===== src/rtl/ula_seq.sv =====
// ula_seq: sequential WIDTH-bit ALU for the MIPS32 datapath.
//
// Logic ops (AND/OR/XOR/NOR), ADD/SUB with carry and signed overflow,
// signed SLT, all with a registered result (latency 1), plus an iterative
// shift-add unsigned multiply (MULTU) producing a 2*WIDTH-bit HI/LO
// product (latency WIDTH+1).
//
// Ports:
//   clk, rst_n            clock (rising edge), async active-low reset
//   in_valid / in_ready   request handshake; in_ready only in IDLE
//   op, a, b              operation code and operands, captured on accept
//   out_valid / out_ready result handshake; outputs held until taken
//   result                result word (LO word for MULTU)
//   result_hi             MULTU high word, 0 for every other op
//   zero                  result == 0 (low word only)
//   carry, overflow       add/sub carry out and signed overflow
module ula_seq #(
  parameter int unsigned WIDTH = 32
) (
  input  logic             clk,
  input  logic             rst_n,
  input  logic             in_valid,
  output logic             in_ready,
  input  logic [2:0]       op,
  input  logic [WIDTH-1:0] a,
  input  logic [WIDTH-1:0] b,
  output logic             out_valid,
  input  logic             out_ready,
  output logic [WIDTH-1:0] result,
  output logic [WIDTH-1:0] result_hi,
  output logic             zero,
  output logic             carry,
  output logic             overflow
);

  localparam int unsigned CW = $clog2(WIDTH) + 1;

  typedef enum logic [1:0] {
    S_IDLE,
    S_MUL,
    S_DONE
  } state_t;

  typedef enum logic [2:0] {
    OP_AND   = 3'b000,
    OP_OR    = 3'b001,
    OP_ADD   = 3'b010,
    OP_XOR   = 3'b011,
    OP_NOR   = 3'b100,
    OP_MULTU = 3'b101,
    OP_SUB   = 3'b110,
    OP_SLT   = 3'b111
  } op_t;

  // State and output registers
  state_t           state_q, state_d;
  logic [WIDTH-1:0] res_q, res_d;
  logic [WIDTH-1:0] hi_q, hi_d;
  logic             zero_q, zero_d;
  logic             carry_q, carry_d;
  logic             ovf_q, ovf_d;

  // Multiplier working registers
  logic [WIDTH-1:0] mcand_q, mcand_d;
  logic [WIDTH-1:0] mplier_q, mplier_d;
  logic [WIDTH-1:0] acc_q, acc_d;
  logic [CW-1:0]    cnt_q, cnt_d;

  // ---------------------------------------------------------------------
  // Single-cycle datapath (operates directly on the request inputs, so the
  // result is registered on the acceptance edge)
  // ---------------------------------------------------------------------
  logic             as_sub;
  logic [WIDTH-1:0] b_eff;
  logic [WIDTH:0]   as_sum;
  logic             as_ovf;
  logic             slt_lt;
  logic [WIDTH-1:0] alu_res;
  logic             alu_c;
  logic             alu_v;

  always_comb begin
    // SLT shares the subtract path with SUB; only ADD adds.
    as_sub = (op != OP_ADD);
    b_eff  = as_sub ? ~b : b;
    as_sum = {1'b0, a} + {1'b0, b_eff} + {{WIDTH{1'b0}}, as_sub};
    // Overflow: operands (after inversion) agree in sign, sum differs.
    as_ovf = (a[WIDTH-1] == b_eff[WIDTH-1]) && (as_sum[WIDTH-1] != a[WIDTH-1]);
    slt_lt = as_sum[WIDTH-1] ^ as_ovf;
  end

  always_comb begin
    alu_res = '0;
    alu_c   = 1'b0;
    alu_v   = 1'b0;
    case (op)
      OP_AND: alu_res = a & b;
      OP_OR:  alu_res = a | b;
      OP_XOR: alu_res = a ^ b;
      OP_NOR: alu_res = ~(a | b);
      OP_ADD, OP_SUB: begin
        alu_res = as_sum[WIDTH-1:0];
        alu_c   = as_sum[WIDTH];
        alu_v   = as_ovf;
      end
      OP_SLT: alu_res = {{(WIDTH-1){1'b0}}, slt_lt};
      default: alu_res = '0;
    endcase
  end

  // ---------------------------------------------------------------------
  // Multiply step: add multiplicand into the upper half when multiplier[0]
  // is set, then shift {carry, acc, multiplier} right by one. After WIDTH
  // steps {acc, multiplier} holds the full product.
  // ---------------------------------------------------------------------
  logic [WIDTH:0]   mul_pp;
  logic [WIDTH-1:0] acc_nx;
  logic [WIDTH-1:0] mpl_nx;

  always_comb begin
    mul_pp = {1'b0, acc_q} + {1'b0, (mplier_q[0] ? mcand_q : {WIDTH{1'b0}})};
    acc_nx = mul_pp[WIDTH:1];
    mpl_nx = {mul_pp[0], mplier_q[WIDTH-1:1]};
  end

  // ---------------------------------------------------------------------
  // Next-state logic
  // ---------------------------------------------------------------------
  always_comb begin
    state_d  = state_q;
    res_d    = res_q;
    hi_d     = hi_q;
    zero_d   = zero_q;
    carry_d  = carry_q;
    ovf_d    = ovf_q;
    mcand_d  = mcand_q;
    mplier_d = mplier_q;
    acc_d    = acc_q;
    cnt_d    = cnt_q;

    case (state_q)
      S_IDLE: begin
        if (in_valid) begin
          if (op == OP_MULTU) begin
            state_d  = S_MUL;
            mcand_d  = a;
            mplier_d = b;
            acc_d    = '0;
            cnt_d    = '0;
          end else begin
            state_d = S_DONE;
            res_d   = alu_res;
            hi_d    = '0;
            zero_d  = (alu_res == '0);
            carry_d = alu_c;
            ovf_d   = alu_v;
          end
        end
      end

      S_MUL: begin
        mplier_d = mpl_nx;
        acc_d    = acc_nx;
        cnt_d    = cnt_q + CW'(1);
        // Final iteration writes the product straight into the output
        // registers so out_valid rises WIDTH+1 edges after acceptance.
        if (cnt_q == CW'(WIDTH - 1)) begin
          state_d = S_DONE;
          res_d   = mpl_nx;
          hi_d    = acc_nx;
          zero_d  = (mpl_nx == '0);
          carry_d = 1'b0;
          ovf_d   = 1'b0;
        end
      end

      S_DONE: begin
        if (out_ready) begin
          state_d = S_IDLE;
        end
      end

      default: state_d = S_IDLE;
    endcase
  end

  // ---------------------------------------------------------------------
  // Registers
  // ---------------------------------------------------------------------
  always_ff @(posedge clk or negedge rst_n) begin
    if (!rst_n) begin
      state_q  <= S_IDLE;
      res_q    <= '0;
      hi_q     <= '0;
      zero_q   <= 1'b0;
      carry_q  <= 1'b0;
      ovf_q    <= 1'b0;
      mcand_q  <= '0;
      mplier_q <= '0;
      acc_q    <= '0;
      cnt_q    <= '0;
    end else begin
      state_q  <= state_d;
      res_q    <= res_d;
      hi_q     <= hi_d;
      zero_q   <= zero_d;
      carry_q  <= carry_d;
      ovf_q    <= ovf_d;
      mcand_q  <= mcand_d;
      mplier_q <= mplier_d;
      acc_q    <= acc_d;
      cnt_q    <= cnt_d;
    end
  end

  // ---------------------------------------------------------------------
  // Outputs
  // ---------------------------------------------------------------------
  assign in_ready  = (state_q == S_IDLE);
  assign out_valid = (state_q == S_DONE);
  assign result    = res_q;
  assign result_hi = hi_q;
  assign zero      = zero_q;
  assign carry     = carry_q;
  assign overflow  = ovf_q;

endmodule


===== config.mk =====
export PLATFORM = sky130hd
export DESIGN_NAME = ula_seq
export DESIGN_NICKNAME = d
export VERILOG_FILES = /design/src/rtl/ula_seq.sv
export SDC_FILE = /design/constraint.sdc
export NUM_CORES = 1
export LEC_CHECK = 0
export CAP_MARGIN = 15
export CORE_ASPECT_RATIO = 1.4
export CORE_UTILIZATION = 55
export CTS_BUF_LIST = sky130_fd_sc_hd__clkbuf_4
export DETAILED_ROUTE_END_ITERATION = 10
export HOLD_SLACK_MARGIN = 0.1
export PLACE_DENSITY = 0.75
export SLEW_MARGIN = 20
export SYNTH_ARGS = -nofsm -noshare
export SYNTH_HDL_FRONTEND = slang
export SYNTH_SLANG_ARGS = --single-unit

===== constraint.sdc =====
create_clock -name clk -period 4.86 [get_ports clk]
set_input_delay 0.972 -clock clk [delete_from_list [all_inputs] [get_ports clk]]
set_output_delay 0.972 -clock clk [all_outputs]
set_load 0.01 [all_outputs]

# ---- After elaboration in Yosys (flattened, before gate mapping)
# Index checks and enable logic that the tools add are counted.
dict set report classes {
  bitwise_logic 6
  n_eq_ne 18
  reduce_logical 11
  n_addsub 4
  n_mux 38
}
# cell n
set op_table {}
lappend op_table {{$mux 32} 12}
lappend op_table {{$pmux 32 s2} 4}
lappend op_table {{$pmux 32 s6} 1}
lappend op_table {{$add 32x32->33} 2}
lappend op_table {{$logic_not 32->1} 2}
lappend op_table {{$not 32->32} 2}
lappend op_table {{$add 33x1->33} 1}
lappend op_table {{$and 32x32->32} 1}
lappend op_table {{$or 32x32->32} 1}
lappend op_table {{$xor 32x32->32} 1}
lappend op_table {{$eq 3x3->1 const B} 4}
lappend op_table {{$mux 6} 2}
lappend op_table {{$pmux 6 s2} 1}
lappend op_table {{$mux 1} 10}
lappend op_table {{$reduce_and 3->1} 3}
lappend op_table {{$mux 2} 4}
lappend op_table {{$add 6x1->6 const B} 1}
lappend op_table {{$eq 3x2->1 const B} 2}
lappend op_table {{$eq 6x5->1 const B} 1}
lappend op_table {{$ne 2x2->1 const B} 3}
lappend op_table {{$pmux 1 s2} 3}
lappend op_table {{$pmux 2 s3} 1}
lappend op_table {{$ne 2x1->1 const B} 2}
lappend op_table {{$reduce_and 4->1} 1}
lappend op_table {{12 further kinds} 12}
dict set report word_totals {
  inputBits 71
  word_cells 87
  ff_bits 171
}

# ---- Depth between registers and ports, before layout
# Gate-level depths: netlist of the first run.
dict set report depth {
  word_depth 12
  depth_mapped 22
  ltp_nobuf 18
}

# ---- Least setup slack after synthesis of the first run
# OpenSTA, ideal clock, no wires.
dict set report synth_path {
  path_type {input to register}
  startpoint {input port op[0]}
  endpoint {register res_q[31], in the netlist result[31]}
  path_slack_ps -506
  required_time_ps 4765
  n_path_buf 5
  arrival_time_ps 5270
  stages 22
  cell_sequence {buf_2 > clkinv_1 > nand2_1 > clkbuf_1 > buf_1 > nor2_1 > buf_1 > xnor2_1 > ha_1 > buf_2 > and4_1 > nand2_1 > a2111oi_2 > nor4_1 > o31a_1 > o41ai_1 > nand2_1 > o22ai_1 > nand2_1 > o211ai_1 > nor2_1 > o31ai_1}
}
dict set report synth_via {
  elab_chain_len 8
}
# element line_no
set synth_lines {}
lappend synth_lines {{from (decl)} 24} ;# input logic [2:0] op,
lappend synth_lines {{$ne 3x2->1} 84} ;# as_sub = (op != OP_ADD);
lappend synth_lines {{$mux 32} 85} ;# b_eff = as_sub ? ~b : b;
lappend synth_lines {{$add 32x32->33} 86} ;# as_sum = {1'b0, a} + {1'b0, b_eff} + {{WIDTH{1'b0}}, as_sub};
lappend synth_lines {{$add 33x1->33} 86}
lappend synth_lines {{$pmux 32 s6} 96} ;# case (op)
lappend synth_lines {{$mux 32} 144} ;# if (op == OP_MULTU) begin
lappend synth_lines {{$mux 32} 143} ;# if (in_valid) begin
lappend synth_lines {{$pmux 32 s2} 141} ;# case (state_q)
lappend synth_lines {{to (signal assigned)} 204} ;# res_q <= res_d;
lappend synth_lines {{to (decl)} 57} ;# logic [WIDTH-1:0] res_q, res_d;
# Several ways; a longest one is shown, not always the timed one. The select of a mux whose other input is x is not followed.
# A chain may end at the register's enable or synchronous reset.

# ---- Worst setup path in the final report of the first run
dict set report layout_path {
  startpoint {input port op[0]}
  endpoint {register zero_q, in the netlist zero}
}
dict set report layout_via {
  elab_chain_len 12
}
# element line_no
set layout_lines {}
lappend layout_lines {{$ne 3x2->1} 84}
lappend layout_lines {{$mux 32} 85}
lappend layout_lines {{$add 32x32->33} 86}
lappend layout_lines {{$add 33x1->33} 86}
lappend layout_lines {{$ne 1x1->1} 88} ;# as_ovf = (a[WIDTH-1] == b_eff[WIDTH-1]) && (as_sum[WIDTH-1] != a[WIDTH-1]);
lappend layout_lines {{$logic_and 1x1->1} 88}
lappend layout_lines {{$xor 1x1->1} 89} ;# slt_lt = as_sum[WIDTH-1] ^ as_ovf;
lappend layout_lines {{$pmux 32 s6} 96}
lappend layout_lines {{$logic_not 32->1} 154} ;# zero_d = (alu_res == '0);
lappend layout_lines {{$mux 1} 144}
lappend layout_lines {{$mux 1} 143}
lappend layout_lines {{$pmux 1 s2} 141}
lappend layout_lines {{to (signal assigned)} 206} ;# zero_q <= zero_d;
lappend layout_lines {{to (decl)} 59} ;# logic zero_q, zero_d;
# Several ways; a longest one is shown, not always the timed one. The select of a mux whose other input is x is not followed.

==> run summary, run 1 <==
worst slew pin tran - 979 ps
combinational share of power - 53.3%
worst skew pair latency - 630 ps
Worst Hold Class - in -> async
clk slew on worst S/H paths - 160 ps
Post-Syn Instances - 1,526
synthesized flop and latch total - 171
status - complete, no violations
final WL - 40,300 um
worst-path maximum fanout - 8
GRT Total Usage - 33.8%
WS Path Type - in -> reg
max cap viols - 0
Worst EP required - 5390 ps
critical path endpoint category - flip-flop
post-route ant nets - 0
VDD IR max - 223 uV
vias in the first global route - 12.1k
# H-tree levels - 4
Post-DP HPWL - 30,200 um
most common cell in the netlist - nand2_1
leakage dissipation - 7.51 nW
TNS Setup - 0 ps
largest net degree at the start of global routing - 98
sequential area share after synthesis - 32.9%
Die Y - 184 um
Worst EP arrival - 5110 ps
Root Driver - clkbuf_4
Final Setup Violations - 0
CTS tree - done
most area-hungry cell type in the Yosys netlist - dfrtp_1
vias per std cell - 5.94
clock sinks - 171
Setup crit start - op[0]
sequential share of power - 35.3%
routed via count - 12.4k
Clk pwr share - 11.5%
Die W - 132 um
CP cell instances - clkdlybuf4s50_1 -> clkinv_2 -> nand2_1 -> nor2_4 -> buf_12 -> xnor2_1 -> inv_1 -> fa_1 -> nand2b_1 -> buf_4 -> a32oi_1 -> o211ai_1 -> or3_1 -> nor4_1 -> nand4_1 -> nor4b_2 -> buf_4 -> nand4_1 -> nor4_2 -> nand4b_1 -> o31ai_2
layout cells sized above 1 - 14.2%
Worst R2R Path Depth - 15
R2R Setup Slk - 1010 ps
Startpoint Class - input port
Post-Syn Area - 13,000 um^2
final net count - 1,967
sw frac - 42.1%
port bufs - 139
first-pass GRT wire length - 62,900 um
Initial Utilization - 56.1%
Total Power - 0.00666 W
Slew headroom - 34.7%
main flop type after synthesis - dfrtp_1
gr ovfl total - 0
core area - 23,200 um^2
R2R Path End - result_hi[29]
worst path bufs/invs - 6
CP delay by family, top - simple AND/OR/NAND/NOR gates
pins over their slew limit - 0
sw power - 0.00280 W
Syn Area/Cell - 8.53 um^2
fmax - 218 MHz
syn_nets - 1,728
Hold Violations, Final - 0
worst r2r src - mplier_q[0]
Syn. warnings - 0
post-synth cell types - 74
Cell Int Power - 0.00386 W
DIE AREA - 24,300 um^2
clock buffer depth - 2
initial antenna violation count - 1
Tmin final - 4590 ps
io pins - 140
Final Cycle Share - 94.4%
drc violations - 0
Post-synth top cells - nand2_1, dfrtp_1, o21ai_0
Iter 0 DRT Violations - 885
CP max stage cell - clkdlybuf4s50_1
Routed wire per std cell - 19.3 um
Min Hold Slack - 403 ps
area delta synth->final - 23.1%
pwr/cell area - 416 nW/um^2
DRT Pass-1 Iters - 6
ys async rst share - 100%
row cnt - 66
Post-synth EDFFs - 0
Synth area leaders - dfrtp_1, ha_1, nand2_1
setup repair after global routing missed its margin - false
Routability Congestion - 0.963
share of the synthesized area in the top cell type - 32.9%
max incr delay on CP - 530 ps
clock skew - 35.0 ps
CTS buffer count - 17
==> power by group through the flow <==
| stage | sequential [W] | combinational, W | clock, W |
|---|---|---|---|
| 3_3_place_gp | 0.00235 | 0.00342 | 0 |
| 5_1_grt | 0.00242 | 0.00391 | 0.000826 |
| 3_5_place_dp | 0.00237 | 0.00352 | 0 |
| 4_1_cts | 0.00235 | 0.00353 | 0.000774 |
| 2_1_floorplan | 0.00233 | 0.00219 | 0 |
| 6_report | 0.00235 | 0.00355 | 0.000764 |
==> cell families after synthesis <==
group,share of synthesized area (%)
AND/OR/NAND/NOR,16.7
adder cells (fa/ha/maj),12.7
buffers and inverters,4.68
multiplexers,6.86
flip-flops,32.9
AO/OA/AOI/OAI,20.8
XOR/XNOR,5.39
==> final cells by class <==
cell class | instances | area (um^2)
multi-input combinational | 1194 | 8200
fill | 1935 | 7190
sequential | 171 | 4280
timing repair buffer | 300 | 2610
tap | 306 | 383
inverter | 81 | 305
clock buffer | 19 | 143
clock inverter | 13 | 92.6
antenna | 1 | 2.50
==> worst max path at each step <==
stage	slack, ps	depth (start not counted)	end
global placement	-290	21	zero
finish	270	21	zero
floorplan	7	22	result[31]
CTS	240	21	zero
detailed placement	-380	21	zero
global route	40	21	zero
==> metal layers <==
layer	vias to the layer above	GRT usage [%]	share of wire [%]
met3	122	5.16	6.1
met1	5916	39.5	39
met4	0	17.0	4.4
met2	448	60.0	50
met5	-	0	0
li1	5890	-	-
==> sequential cells by signal, summed over array words and instances, names as in the netlist <==
| register | cells |
|---|---|
| mplier_q | 32 |
| result | 32 |
| acc_q | 32 |
| result_hi | 32 |
| state_q | 2 |
| overflow | 1 |
| mcand_q | 32 |
| cnt_q | 6 |
| carry | 1 |
| zero | 1 |
==> through the flow <==
step                      util (%)  cell area [um^2]  cells  worst slack (ps)
after global placement        67.9             15800   2052              -289
final                         69.0             16000   2085               274
after global routing          69.0             16000   2085              41.9
after CTS                     69.0             16000   2084               237
after detailed placement      67.9             15800   2052              -382
after floorplan                  -             13000   1526              7.22
==> repair_timing <==
action / 4_1_cts / 5_1_grt
setup buffers: 0 / 0
endpoints found under the setup margin: 0 / 1
hold buffers: 0 / 0
gates resized for setup: 0 / 5
==> layout by cell type (no fill, tap or decap), types with 4 or more instances in the layout <==
cell type / instances
o221ai_1: 9
clkinvlp_4: 5
mux2_2: 33
o21a_1: 7
nor2_1: 86
o211ai_1: 7
nand2_1: 223
nor4_1: 10
nand2b_1: 19
and2_1: 35
o31ai_1: 6
a31oi_1: 9
ha_1: 129
a22oi_1: 44
buf_4: 160
or3_1: 10
xnor2_1: 58
nand4_1: 10
nand3_1: 23
o21ai_0: 154
nand4b_1: 4
o21bai_1: 6
a21oi_1: 84
a221oi_1: 7
mux2i_1: 52
a32oi_1: 4
inv_1: 78
dfrtp_1: 171
and3_1: 6
clkdlybuf4s50_1: 138
nor3_1: 15
xor2_1: 22
a21o_1: 32
a211oi_1: 16
clkbuf_4: 19
nor2b_1: 8
(Power assumes the default switching activity.)
==> inputs of run 2 (changes only) <==
Settings changed: CORE_UTILIZATION 55 to 56, PLACE_DENSITY 0.75 to 0.76.
==> run 2 against run 1 <==
Effect of this change: sequential cell count is the same; via count grew 1.2%; largest power group unchanged; global-route usage grew 1.7 points; combinational power is essentially flat; sequential share of layout area shrank 0.14 points; first-iteration DRC count shrank 1.9%.
==> run summary, run 2 (synthesis results as in run 1) <==
status - complete, no violations
max cap viols - 0
setup repair after global routing missed its margin - false
Routability Congestion - 0.997
Final Cycle Share - 93.5%
drc violations - 0
clock buffer depth - 2
layout cells sized above 1 - 14.2%
GRT Total Usage - 35.5%
DRT Pass-1 Iters - 5
worst skew pair latency - 640 ps
clock sinks - 171
CTS buffer count - 17
TNS Setup - 0 ps
worst slew pin tran - 976 ps
Tmin final - 4540 ps
Non-Filler Instances - 2,081
core area - 22,700 um^2
gr ovfl total - 0
Worst EP required - 5400 ps
critical path endpoint category - flip-flop
Slew headroom - 34.9%
routed via count - 12.5k
Die Y - 182 um
register area - 4280 um^2
CTS-repair resized insts - 0
VDD IR max - 281 uV
Worst Hold Class - in -> async
Iter 0 DRT Violations - 868
multi-input logic area - 8200 um^2
row cnt - 65
Die W - 131 um
worst-path maximum fanout - 13
pins over their slew limit - 0
DIE AREA - 23,900 um^2
# H-tree levels - 4
CTS tree - done
first-pass GRT wire length - 64,000 um
most frequent cells in the layout - nand2_1, dfrtp_1, buf_4
Hold Violations, Final - 0
Post-DP HPWL - 30,800 um
port bufs - 139
clk slew on worst S/H paths - 190 ps
Initial Utilization - 57.3%
io pins - 140
Post-CTS Setup Bufs - 0
vias per std cell - 6.02
post-route ant nets - 0
Routed wire per std cell - 19.5 um
Min Hold Slack - 259 ps
fmax - 220 MHz
clock skew - 46.7 ps
area delta synth->final - 23.8%
final WL - 40,700 um
leakage dissipation - 7.56 nW
most common cell after layout, fill and taps aside - nand2_1
Startpoint Class - input port
initial antenna violation count - 2
Root Driver - clkbuf_4
vias in the first global route - 12.2k
largest net degree at the start of global routing - 120
Layout fillers - 1,882
Final Setup Violations - 0
final net count - 1,968
WS Path Type - in -> reg
Worst EP arrival - 5080 ps
pwr/cell area - 425 nW/um^2
Placed Cells incl. Taps - 2,048
hold buffer count at cts - 0
-- run 2: power breakdown --
part	total, W	switching, W	internal (W)	leakage [nW]
Combinational	0.00352	0.00182	0.00170	5.27
Clock	0.000941	0.000566	0.000375	0.162
Sequential	0.00238	0.000442	0.00194	2.12
Total	0.00684	0.00282	0.00401	7.56
-- run 2: cell type report --
type / count / share of cell area (%)
Tap cell: 301 / 2.34
Antenna cell: 1 / 0.0155
Clock buffer: 19 / 0.886
Multi-Input combinational cell: 1194 / 50.9
Sequential cell: 171 / 26.6
Clock inverter: 13 / 1.03
Timing Repair Buffer: 301 / 16.3
Inverter: 81 / 1.90
-- run 2: per-stage QoR --
stage | power, W | worst slack, ps | cell area (um^2) | utilization (%)
2_1_floorplan | 0.00453 | 7.22 | 13000 | -
3_5_place_dp | 0.00588 | -402 | 15800 | 69.5
5_1_grt | 0.00734 | 28.8 | 16100 | 71.0
4_1_cts | 0.00683 | 257 | 16100 | 70.9
6_report | 0.00684 | 317 | 16100 | 71.0
3_3_place_gp | 0.00577 | -278 | 15800 | 69.5
-- run 2: metal layers --
metal	GRT usage (%)	part of all wire, %	vias to the layer above
met2	60.0	49	489
met1	42.4	39	6009
met3	6.36	6.7	125
met5	0	0.032	-
li1	-	-	5895
met4	18.7	5.0	2
-- run 2: worst max-delay path, cell delays in order --
cell             delay [ps]
clkdlybuf4s50_1         540
nand2_1                 130
nor2_4                  120
buf_12                  160
xnor2_1                 150
inv_1                    80
fa_1                    380
nand2b_1                180
a21oi_1                 210
o41a_1                  300
and4_1                  280
buf_4                   130
nor2_1                   30
o21ai_0                 260
o21ai_0                 150
buf_4                   150
mux2i_1                 140
o21ai_0                 140
nor3_2                  210
nand4b_1                150
o31ai_2                 200
-- run 2: worst paths after layout --
path | end | from | slack (ps) | cells past startpoint
max | zero | op[1] | 320 | 21
min | mplier_q[13] | rst_n | 260 | 1
max reg2reg | result_hi[24] | mplier_q[0] | 1000 | 14
min reg2reg | result_hi[15] | result_hi[15] | 490 | 2
max in group asynchronous | acc_q[24] | rst_n | 3550 | 2
min in group clk | result_hi[15] | result_hi[15] | 490 | 2
